--- src/rtl/nibble_serial_tx.sv ---
// nibble_serial_tx: 4-bit serial transmitter, start/LSB-first data/
// optional even parity/stop framing.
// Ports: clk, reset (async, active-low), tx_data/tx_valid/tx_ready
// upstream handshake, tx_line serial out, busy, done (1-cycle pulse).
module nibble_serial_tx #(
   parameter int CLKS_PER_BIT = 4,
   parameter int PARITY_EN    = 0
) (
   input  logic       clk,
   input  logic       reset,
   input  logic [3:0] tx_data,
   input  logic       tx_valid,
   output logic       tx_ready,
   output logic       tx_line,
   output logic       busy,
   output logic       done
);

   localparam int CW = $clog2(CLKS_PER_BIT + 1);
   localparam logic [CW-1:0] RELOAD = CW'(CLKS_PER_BIT - 1);

   typedef enum logic [2:0] {
      IDLE,
      START,
      DATA,
      PARITY,
      STOP
   } state_t;

   state_t          state;
   state_t          state_n;
   logic [CW-1:0]   cnt;
   logic [CW-1:0]   cnt_n;
   logic [1:0]      idx;
   logic [1:0]      idx_n;
   logic [3:0]      shreg;
   logic [3:0]      shreg_n;
   logic            line_n;
   logic            bit_end;

   // Counter runs down from RELOAD; zero marks the last cycle of a bit.
   assign bit_end  = (cnt == '0);
   assign tx_ready = (state == IDLE);
   assign busy     = (state != IDLE);
   assign done     = (state == STOP) && bit_end;

   always_ff @(posedge clk or negedge reset) begin
      if (!reset) begin
         state   <= IDLE;
         cnt     <= '0;
         idx     <= '0;
         shreg   <= '0;
         tx_line <= 1'b1;
      end else begin
         state   <= state_n;
         cnt     <= cnt_n;
         idx     <= idx_n;
         shreg   <= shreg_n;
         tx_line <= line_n;
      end
   end

   // The line value is computed for the next state so that tx_line
   // itself is a flop and changes in step with the state.
   always_comb begin
      state_n = state;
      cnt_n   = cnt;
      idx_n   = idx;
      shreg_n = shreg;
      line_n  = tx_line;
      if (state != IDLE) begin
         cnt_n = bit_end ? RELOAD : cnt - CW'(1);
      end
      unique case (state)
         IDLE: begin
            line_n = 1'b1;
            if (tx_valid) begin
               state_n = START;
               cnt_n   = RELOAD;
               shreg_n = tx_data;
               idx_n   = '0;
               line_n  = 1'b0;
            end
         end
         START: begin
            if (bit_end) begin
               state_n = DATA;
               idx_n   = '0;
               line_n  = shreg[0];
            end
         end
         DATA: begin
            if (bit_end) begin
               if (idx == 2'd3) begin
                  if (PARITY_EN != 0) begin
                     state_n = PARITY;
                     line_n  = ^shreg;
                  end else begin
                     state_n = STOP;
                     line_n  = 1'b1;
                  end
               end else begin
                  idx_n  = idx + 2'd1;
                  line_n = shreg[idx_n];
               end
            end
         end
         PARITY: begin
            if (bit_end) begin
               state_n = STOP;
               line_n  = 1'b1;
            end
         end
         STOP: begin
            if (bit_end) begin
               state_n = IDLE;
               line_n  = 1'b1;
            end
         end
         default: begin
            state_n = IDLE;
            line_n  = 1'b1;
         end
      endcase
   end

endmodule
--- config.mk ---
export PLATFORM = sky130hd
export DESIGN_NAME = nibble_serial_tx
export DESIGN_NICKNAME = d
export VERILOG_FILES = /design/src/rtl/nibble_serial_tx.sv
export SDC_FILE = /design/constraint.sdc
export NUM_CORES = 1
export LEC_CHECK = 0
export ABC_CLOCK_PERIOD_IN_PS = 1890
export CAP_MARGIN = 20
export CORE_MARGIN = 3
export CORE_UTILIZATION = 45
export CTS_BUF_LIST = sky130_fd_sc_hd__clkbuf_8 sky130_fd_sc_hd__clkbuf_16
export DETAILED_ROUTE_END_ITERATION = 12
export PLACE_DENSITY = 0.73
export SLEW_MARGIN = 20
export SYNTH_ARGS = -nofsm -noshare
export SYNTH_HDL_FRONTEND = slang
export SYNTH_SLANG_ARGS = --single-unit
export TNS_END_PERCENT = 50
--- constraint.sdc ---
create_clock -name clk -period 1.89 [get_ports clk]
set_input_delay 0.378 -clock clk [delete_from_list [all_inputs] [get_ports clk]]
set_output_delay 0.378 -clock clk [all_outputs]
set_load 0.02 [all_outputs]
; ---- Word level (Yosys, flattened, before mapping)
; Index checks and enable logic that the tools add are counted.
[classes]
n_addsub = 2
mul = 0
n_div = 0
n_lt_le_gt_ge = 1
eq_ne = 13
shifts = 0
n_mux = 24
bitwise_logic = 0
reduce_logical = 10
[ops]
columns = operator, n
row1 = two-way mux 3 bit, 10
row2 = one-hot mux 3 bit (5 select lines), 1
row3 = != test 2 bit (second input constant), 7
row4 = two-way mux 2 bit, 4
row5 = == test 3 x 2 -> 1 bit (second input constant), 2
row6 = logical NOT 3 bit, 2
row7 = two-way mux 1 bit, 6
row8 = one-hot mux 2 bit (3 select lines), 1
row9 = AND reduction 6 bit, 1
row10 = nonzero test 3 bit, 2
row11 = AND reduction 5 bit, 1
row12 = one-hot mux 1 bit (4 select lines), 1
row13 = == test 3 x 1 -> 1 bit (second input constant), 1
row14 = == test 3 bit (second input constant), 1
row15 = less-than comparator 2 x 3 -> 1 bit (second input constant), 1
row16 = AND reduction 3 bit, 1
row17 = subtractor 3 x 1 -> 3 bit (second input constant), 1
row18 = adder 2 x 1 -> 2 bit (second input constant), 1
row19 = binary-select mux 1 bit (select 2 bit), 1
row20 = == test 2 bit (second input constant), 1
row21 = != test 2 x 1 -> 1 bit (second input constant), 1
row22 = AND reduction 2 bit, 1
row23 = OR reduction 2 bit, 1
row24 = logical AND 1 bit, 1
[totals]
reg_bits = 13
latch_bits = 0
ramBits = 0
romBits = 0
input_bits = 7
out_inout_bits = 4
n_memories = 0

; ---- Logic depth before layout (Yosys ltp)
; Gate-level depths: netlist of run 1.
[depth]
depth_word = 6
ltp_mapped = 6
depth_no_buf = 6

; ---- Worst setup path after synthesis of run 1
; No wires, ideal clock.
[synth_timing]
kind = register to register
startpoint = register cnt[0]
endpoint = register idx[1]
setup_time_ns = 0.121
arrival_ns = 1.462
required_time_ns = 1.769
setup_slack_ns = 0.307
path_stages_with_launch = 7
path_buffers = 0
cell_sequence = dfrtp_1 inv_1 ha_1 nand2b_4 nor3_2 mux2_4 a22o_1
[synth_via]
elab_chain_len = 3
elab_cells_between_ends = 4
[synth_rtl]
columns = item, line
row1 = "start, declared", 32  ; logic [CW-1:0] cnt;
row2 = "start signal, assigned", 56  ; cnt <= cnt_n;
row3 = logical NOT 3 bit *, 42  ; assign bit_end = (cnt == '0);
row4 = != test 2 bit (no line), n/a
row5 = AND reduction 5 bit (no line) *, n/a
row6 = "end signal, assigned", 57  ; idx <= idx_n;
row7 = "end, declared", 34  ; logic [1:0] idx;
; Mark *: on every way between the ends. The rest lies on a longest branch, timed or not.
; A chain may end at the register's enable or synchronous reset.

; ---- Worst setup path in the final report of run 1
[layout_timing]
startpoint = register state[2]
endpoint = output busy
[layout_via]
elab_chain_len = 1
[layout_rtl]
columns = item, line
row1 = "start, declared", 30  ; state_t state;
row2 = "start signal, assigned", 55  ; state <= state_n;
row3 = nonzero test 3 bit, 44  ; assign busy = (state != IDLE);
row4 = "end, declared", 15  ; output logic busy,
; No other way between the ends.

==> out/results.txt, run 1 <==
Crit. End Element: primary output
Residual DRC count: 0
First-pass DRT Iterations: 4
Critical Path AT: 1430 ps
Min Hold Slack: 485 ps
DIE WIDTH: 46.8 um
Slew Viols, Final: 0
Post-Synthesis Cells: 68
CTS Hold Bufs: 0
Longest Clk Path Bufs: 2
Skew-Pair Late Insertion Delay: 240 ps
Fmax: 553 MHz
Kind of start point of the critical path: flip-flop
Port buffer count: 10
Slew headroom: 61.3%
Worst-Margin Slew: 579 ps
Power share of the combinational group: 51.1%
Post-synth EDFFs: 0
Routability cong.: 0.776
Sw power: 0.000603 W
Aggregate routed wire length: 1.52 mm
Clk pwr share: 15.5%
Post-synth top flop: dfrtp_1
P&R area growth vs syn: 24.4%
1st-iter DRT viols: 18
First-pass GRT wire length: 2.62 mm
Final min period: 1810 ps
Antenna diode count: 0
Tcrit/Tclk final: 95.6%
Initial Util: 48.5%
Endpoints failing setup: 0
Hold Fails Final Rpt: 0
Most frequent cells in the layout: 12 x dfrtp_1, 7 x clkdlybuf4s50_1, 6 x nor2_1, 5 x nand2_1, 5 x mux2_4
Grt ovf: 0
Final ANT Viol Nets: 0
Leakage: 0.436 nW
Io pins: 11
Die ar.: 0.00219 mm^2
Largest net degree at the start of global routing: 14
Vias in the first global route: 575
Worst hold path type: reg -> reg
Seq pwr share: 33.5%
Crit path max fanout: 7
Fin util: 60.4%
TritonCTS buffer count: 3
GRT Util Overall: 17.3%
# nets final: 95
Internal: 0.000954 W
Dpl cells: 96
Core ar.: 0.00154 mm^2
WP data required: 1510 ps
Vert. Die Dim: 46.8 um
Synth unique cells: 31
Setup CP Type: reg -> out
Hpwl dp: 1.13 mm
Register area share after synthesis: 43.6%
Sw Share: 38.7%
Final Skew: 3.36 ps
Max-cap viol count: 0
Syn_area_per_cell: 11.0 um^2
Row Count: 14
Vias/cell: 5.80
CTS tree: done
RSZ-0062 raised after global routing: false
Root Driver: clkbuf_8
Yosys warns: 0
Non-filler cells, final: 100
Layout cells sized above 1: 25.0%
Max VDD drop: 1.11 mV
FFs w/ async S/R, synth: 100%
Setup TNS: 0 ps
Via count: 580
Seq cells post-synth: 13
PD cells: 1670 mW/mm^2
Syn Std Cell Area: 748 um^2
Mapped Nets: 78
Clock transition at the registers of the reported paths: 50 ps
Commonest non-fill, non-tap cell in the layout: dfrtp_1
Outcome: complete, no violations
Clock net sink count: 13
Initial antenna violation count: 0
Htree depth: 1
WL/cell: 15.2 um
flip-flops by register name (all words and copies together) (netlist names):
name	flops
idx	2
tx_line	1
state	3
shreg	4
cnt	3
power groups by stage:
stage | sequential (W) | clock, W | combinational (W)
after detailed placement | 0.000524 | 0 | 0.000788
after CTS | 0.000519 | 0.000249 | 0.000783
after global placement | 0.000514 | 0 | 0.000776
after floorplan | 0.000505 | 0 | 0.000587
after global routing | 0.000541 | 0.000261 | 0.000870
final | 0.000521 | 0.000241 | 0.000795
metal layers:
| layer | GRT usage (%) | share of wire (%) | vias to the layer above |
|---|---|---|---|
| li1 | - | - | 278 |
| met1 | 23.4 | 48 | 276 |
| met2 | 26.3 | 46 | 24 |
| met3 | 4.60 | 6.0 | 2 |
| met4 | 7.18 | 0.13 | 0 |
| met5 | 0 | 0 | - |
critical path, cell delays in order, from the launching register on:
cell and delay, ps:
dfrtp_1 460, nor3_4 260, inv_2 120, dlygate4sd2_1 340
final timing paths:
path                          start  endpoint  slack, ps  depth (start not counted)
max                        state[2]      busy         80                          3
min                          cnt[0]    cnt[0]        490                          1
max reg2reg                  cnt[0]    idx[0]        130                          7
min reg2reg                  cnt[0]    cnt[0]        490                          1
max in group asynchronous     reset  shreg[3]       1010                          1
min in group asynchronous     reset    cnt[2]        510                          1
what timing repair did:
item                       in CTS  in global routing
setup endpoints to repair       3                  3
buffers inserted                0                  0
gates resized for setup         3                  2
cells in the mapped netlist (2+ instances only):
library cell / n / area share (%)
dfrtp_1: 12 / 40
nor2_1: 6 / 3.0
mux2_4: 5 / 10
nand2_1: 5 / 2.5
a21oi_1: 4 / 2.7
ha_1: 3 / 5.0
inv_1: 3 / 1.5
o21ai_0: 3 / 2.0
a22o_1: 2 / 2.3
inv_2: 2 / 1.0
nor2b_1: 2 / 1.7
nor3_1: 2 / 1.3
final cells by class:
| class | count | area [um^2] |
|---|---|---|
| Fill cell | 130 | 611 |
| Multi-Input combinational cell | 48 | 393 |
| Sequential cell | 13 | 327 |
| Timing Repair Buffer | 14 | 128 |
| Clock buffer | 3 | 41.3 |
| Tap cell | 16 | 20.0 |
| Inverter | 5 | 18.8 |
| Clock inverter | 1 | 3.75 |
metrics by stage:
| step | power [W] | setup WS (ps) | cell area, um^2 |
|---|---|---|---|
| 3_3_place_gp | 0.00129 | 88.8 | 882 |
| 4_1_cts | 0.00155 | 70.6 | 923 |
| 3_5_place_dp | 0.00131 | 69.2 | 882 |
| 2_1_floorplan | 0.00109 | 307 | 748 |
| 5_1_grt | 0.00167 | 2.50 | 931 |
| 6_report | 0.00156 | 82.8 | 931 |
logic make-up after synthesis:
family	after synthesis	synth area share, %
fa+ha+maj	3	5.02
flops	13	43.6
compound gates	16	14.2
buf+inv	7	4.68
mux	7	14.5
simple gates	22	17.9
No activity file was read; power rests on OpenSTA's default activity.
==> inputs of run 2 (changes only) <==
--- a/config.mk
+++ b/config.mk
@@ -8,10 +8,11 @@
 export ABC_CLOCK_PERIOD_IN_PS = 1890
 export CAP_MARGIN = 20
 export CORE_MARGIN = 3
-export CORE_UTILIZATION = 45
+export CORE_UTILIZATION = 35
 export CTS_BUF_LIST = sky130_fd_sc_hd__clkbuf_8 sky130_fd_sc_hd__clkbuf_16
 export DETAILED_ROUTE_END_ITERATION = 12
-export PLACE_DENSITY = 0.73
+export HOLD_SLACK_MARGIN = 0.08
+export PLACE_DENSITY = 0.61
 export SLEW_MARGIN = 20
 export SYNTH_ARGS = -nofsm -noshare
 export SYNTH_HDL_FRONTEND = slang
==> out/results.txt, run 2 (same netlist as run 1, synthesis figures left out) <==
Endpoints failing setup: 0
Hpwl dp: 1.11 mm
Skew-Pair Late Insertion Delay: 240 ps
P&R area growth vs syn: 27.8%
Initial Util: 37.4%
Outcome: complete, no violations
Leakage: 0.444 nW
Kind of start point of the critical path: flip-flop
Commonest non-fill, non-tap cell in the layout: dfrtp_1
Min Hold Slack: 496 ps
GR Util met3: 1.99%
DIE WIDTH: 52.2 um
Worst-Margin Slew: 601 ps
Max FFs per register: 4
Slew Viols, Final: 0
Die ar.: 0.00273 mm^2
Critical Path AT: 1890 ps
Vias in the first global route: 542
CP cell instances: inv_1 > ha_1 > nand2b_4 > buf_4 > nor3_4 > mux2_4 > a22o_1
Largest net degree at the start of global routing: 14
1st-iter DRT viols: 4
Busiest grt layer: met2
RSZ-0062 raised after global routing: false
PD cells: 1660 mW/mm^2
Core ar.: 0.00200 mm^2
Critical Path Stages: 7
Worst hold path depth: 1
Slowest stage delay, CP: 390 ps
Vert. Die Dim: 52.2 um
Fill cells: 196
Row Count: 16
CTS Hold Bufs: 0
Worst hold path type: reg -> reg
Most frequent cells in the layout: 11 x dfrtp_1, 7 x clkdlybuf4s50_1, 6 x nor2_1, 6 x buf_4
Clock net sink count: 13
Initial antenna violation count: 0
Biggest regs: shreg: 4 flops, cnt: 3 flops, state: 3 flops
CTS tree: done
GRT Util Overall: 12.7%
Vias/cell: 5.07
CP top delay family: flip-flops
Via count: 573
Setup CP Type: reg -> reg
Crit path max fanout: 6
Longest Clk Path Bufs: 2
Top reg by flops: shreg
Io pins: 11
Root Driver: clkbuf_8
Setup bufs post-CTS: 0
Port buffer count: 10
GR Util met2: 19.2%
First-pass GRT wire length: 2.55 mm
Placed Instance Area: 911 um^2
Final Skew: 0.619 ps
Layout cells sized above 1: 29.1%
Hold Fails Final Rpt: 0
Max-cap viol count: 0
Max VDD drop: 0.782 mV
Fmax: 565 MHz
Routability cong.: 0.745
Final min period: 1770 ps
Crit. End Element: flip-flop
Critical path buffers and inverters: 2
Tcrit/Tclk final: 93.6%
Met1 Use GR: 18.5%
# nets final: 97
First-pass DRT Iterations: 6
Htree depth: 1
WP data required: 2010 ps
Slew headroom: 59.8%
Antenna diode count: 0
Residual DRC count: 0
WL/cell: 13.5 um
Fin area: 956 um^2
TritonCTS buffer count: 3
Grt ovf: 0
Final ANT Viol Nets: 0
Setup TNS: 0 ps
R2R depth: 7
Slowest CP cell: dfrtp_1
Aggregate routed wire length: 1.52 mm
Clock transition at the registers of the reported paths: 60 ps
run 2: final cells by class:
class / count / area [um^2] / share of cell area, %
timing repair buffer: 16 / 138 / 14.4
sequential: 13 / 328 / 34.3
multi-input combinational: 48 / 393 / 41.1
clock buffer: 3 / 41.3 / 4.32
tap: 27 / 33.8 / 3.53
clock inverter: 1 / 3.75 / 0.393
inverter: 5 / 18.8 / 1.96
run 2: worst paths after layout:
kind                       startpoint        to  slack, ps
max in group asynchronous       reset  state[2]        940
setup reg to reg               cnt[0]    idx[1]        120
min in group asynchronous       reset  state[1]        520
hold reg to reg                cnt[0]    cnt[0]        500
hold / removal                 cnt[0]    cnt[0]        500
setup / recovery               cnt[0]    idx[1]        120
run 2: worst register-to-register path, cell delays in order (launching register included):
cell and delay, ps:
dfrtp_1 390, inv_1 80, ha_1 230, nand2b_4 70, buf_4 160, nor3_4 170
mux2_4 320, a22o_1 230
run 2: power breakdown:
group          internal [W]  total, W  switching, W
clock network      0.000143  0.000244      0.000101
registers          0.000413  0.000523      0.000110
logic              0.000433  0.000819      0.000386
run 2: through the flow:
stage / utilization (%) / total power, W / std cells / worst slack, ps
3_3_place_gp: 45.5 / 0.00134 / 109 / 91.9
6_report: 47.8 / 0.00158 / 113 / 121
3_5_place_dp: 45.5 / 0.00135 / 109 / 37.0
5_1_grt: 47.8 / 0.00171 / 113 / 9.79
4_1_cts: 47.6 / 0.00158 / 113 / 50.8
2_1_floorplan: - / 0.00109 / 68 / 307
run 2: routing by layer:
metal | up-vias | wire length, um | share of wire [%]
li1 | 279 | - | -
met5 | - | 0 | 0
met3 | 2 | 50 | 3.3
met1 | 284 | 772 | 51
met4 | 0 | 9 | 0.59
met2 | 8 | 690 | 45
run 2: repair_timing:
| item | 4_1_cts | 5_1_grt |
|---|---|---|
| setup endpoints to repair | 3 | 3 |
| gates resized for setup | 4 | 3 |
| hold endpoints to repair | 0 | 0 |
==> patch: new RTL, flow settings as in run 2 <==
The 5 states of `state_t` get a one-hot encoding in 5 bits.
--- a/src/rtl/nibble_serial_tx.sv
+++ b/src/rtl/nibble_serial_tx.sv
@@ -20,10 +20,10 @@
    localparam logic [CW-1:0] RELOAD = CW'(CLKS_PER_BIT - 1);
 
-   typedef enum logic [2:0] {
-      IDLE,
-      START,
-      DATA,
-      PARITY,
-      STOP
+   typedef enum logic [4:0] {
+      IDLE   = 5'b00001,
+      START  = 5'b00010,
+      DATA   = 5'b00100,
+      PARITY = 5'b01000,
+      STOP   = 5'b10000
    } state_t;
 
Check against the original RTL: same outputs for any inputs over 10 cycles, from zero or initial values and one cycle with reset low; not proved beyond that.
==> patch against run 2 <==
  * Worst setup slack worse by 48 ps
  * Synthesized area up 18%
  * Sequential cell count up 1
  * Routed wire length up 14%
  * Power up 14%
  * First-iteration DRC count up 100%
  * Design area up 19%
  * Worst hold slack worse by 55 ps
==> patch: results (changes against run 2) <==
post-synthesis mux area share 12.2% (-2.3 points); complex-gate fraction of the synthesized area 14.2% (about the same); cell count after placement 130 (+19%); distinct cell type count after synthesis 40 (+29%); hold crit path type primary input to async pin; Initial DRT Pass Iterations 4 (-2); Worst-Margin Slew 556 ps (-44.8 ps); dpl cell area 1100 µm² (+20%); Nets 117 (+21%); routed vias 683 (+19%); dpl ws -122 ps (-159 ps); Avg Inst Size Synth 10.7 µm² (-2.4%); ratio of cells with drive above 1 in the final layout 36.8% (+7.7 points); outcome finished clean; leading registers by flop count shreg (4), state (4), cnt (3); Crit path largest cell delay 550 ps (+160 ps); vias in the first global route 659 (+22%); Synthesized Nets 92 (+18%); maximum vdd drop 815 µV (+4.3%); drt initial violations 8 (+4); Slowest-stage cell, CP or4b_4; leakage 0.506 nW (+14%); sequential-to-total area share from yosys stat 40.1% (-3.6 points); routed len/inst 13.0 µm (-3.5%); DR vias/cell 5.10 (+0.52%)
-- patch: cell types whose count changed after synthesis, moves of 2 or more --
cell | before | now
a22o_1 | 2 | 0
mux2_2 | 1 | 4
a21oi_1 | 4 | 1
mux2_4 | 5 | 2
inv_1 | 3 | 6
o21a_1 | 0 | 2
nor2_1 | 6 | 4
nand2b_1 | 0 | 2
o21ai_0 | 3 | 1
nor3_1 | 2 | 6
-- patch: final timing paths --
kind	startpoint	end	slack, ps	depth (start not counted)
max in group asynchronous	reset	state[0]	1210	2
max	state[0]	state[2]	70	6
max reg2reg	state[0]	state[2]	70	6
min in group clk	tx_line	tx_line	480	2
min reg2reg	tx_line	tx_line	480	2
min	reset	idx[1]	440	2
-- patch: power breakdown --
group | leakage [nW] | total [mW] | internal, mW | switching (mW)
clock network | 0.0288 | 0.292 | 0.184 | 0.108
logic | 0.306 | 1.02 | 0.499 | 0.519
registers | 0.171 | 0.494 | 0.432 | 0.0616
total | 0.506 | 1.80 | 1.12 | 0.688
-- patch: metal layers --
| metal | vias up | wire (µm) | GRT usage (%) |
|---|---|---|---|
| li1 | 353 | - | - |
| met1 | 316 | 846 | 17.1 |
| met2 | 12 | 821 | 18.7 |
| met3 | 2 | 58 | 2.32 |
| met4 | 0 | 17 | 5.08 |
| met5 | - | 0 | 0 |
-- patch: layout make-up --
| type | instances | area [µm²] |
|---|---|---|
| clock buffer | 4 | 55.1 |
| fill | 229 | 1160 |
| inverter | 7 | 26.3 |
| multi-input combinational | 57 | 479 |
| sequential | 14 | 353 |
| tap | 28 | 35.0 |
| timing repair buffer | 24 | 193 |
-- patch: what timing repair did --
item | CTS | global route
buffers inserted | 0 | 0
hold buffers | 0 | 0
gates resized for setup | 7 | 5
setup endpoints to repair | 3 | 5
pin swaps | 1 | 0
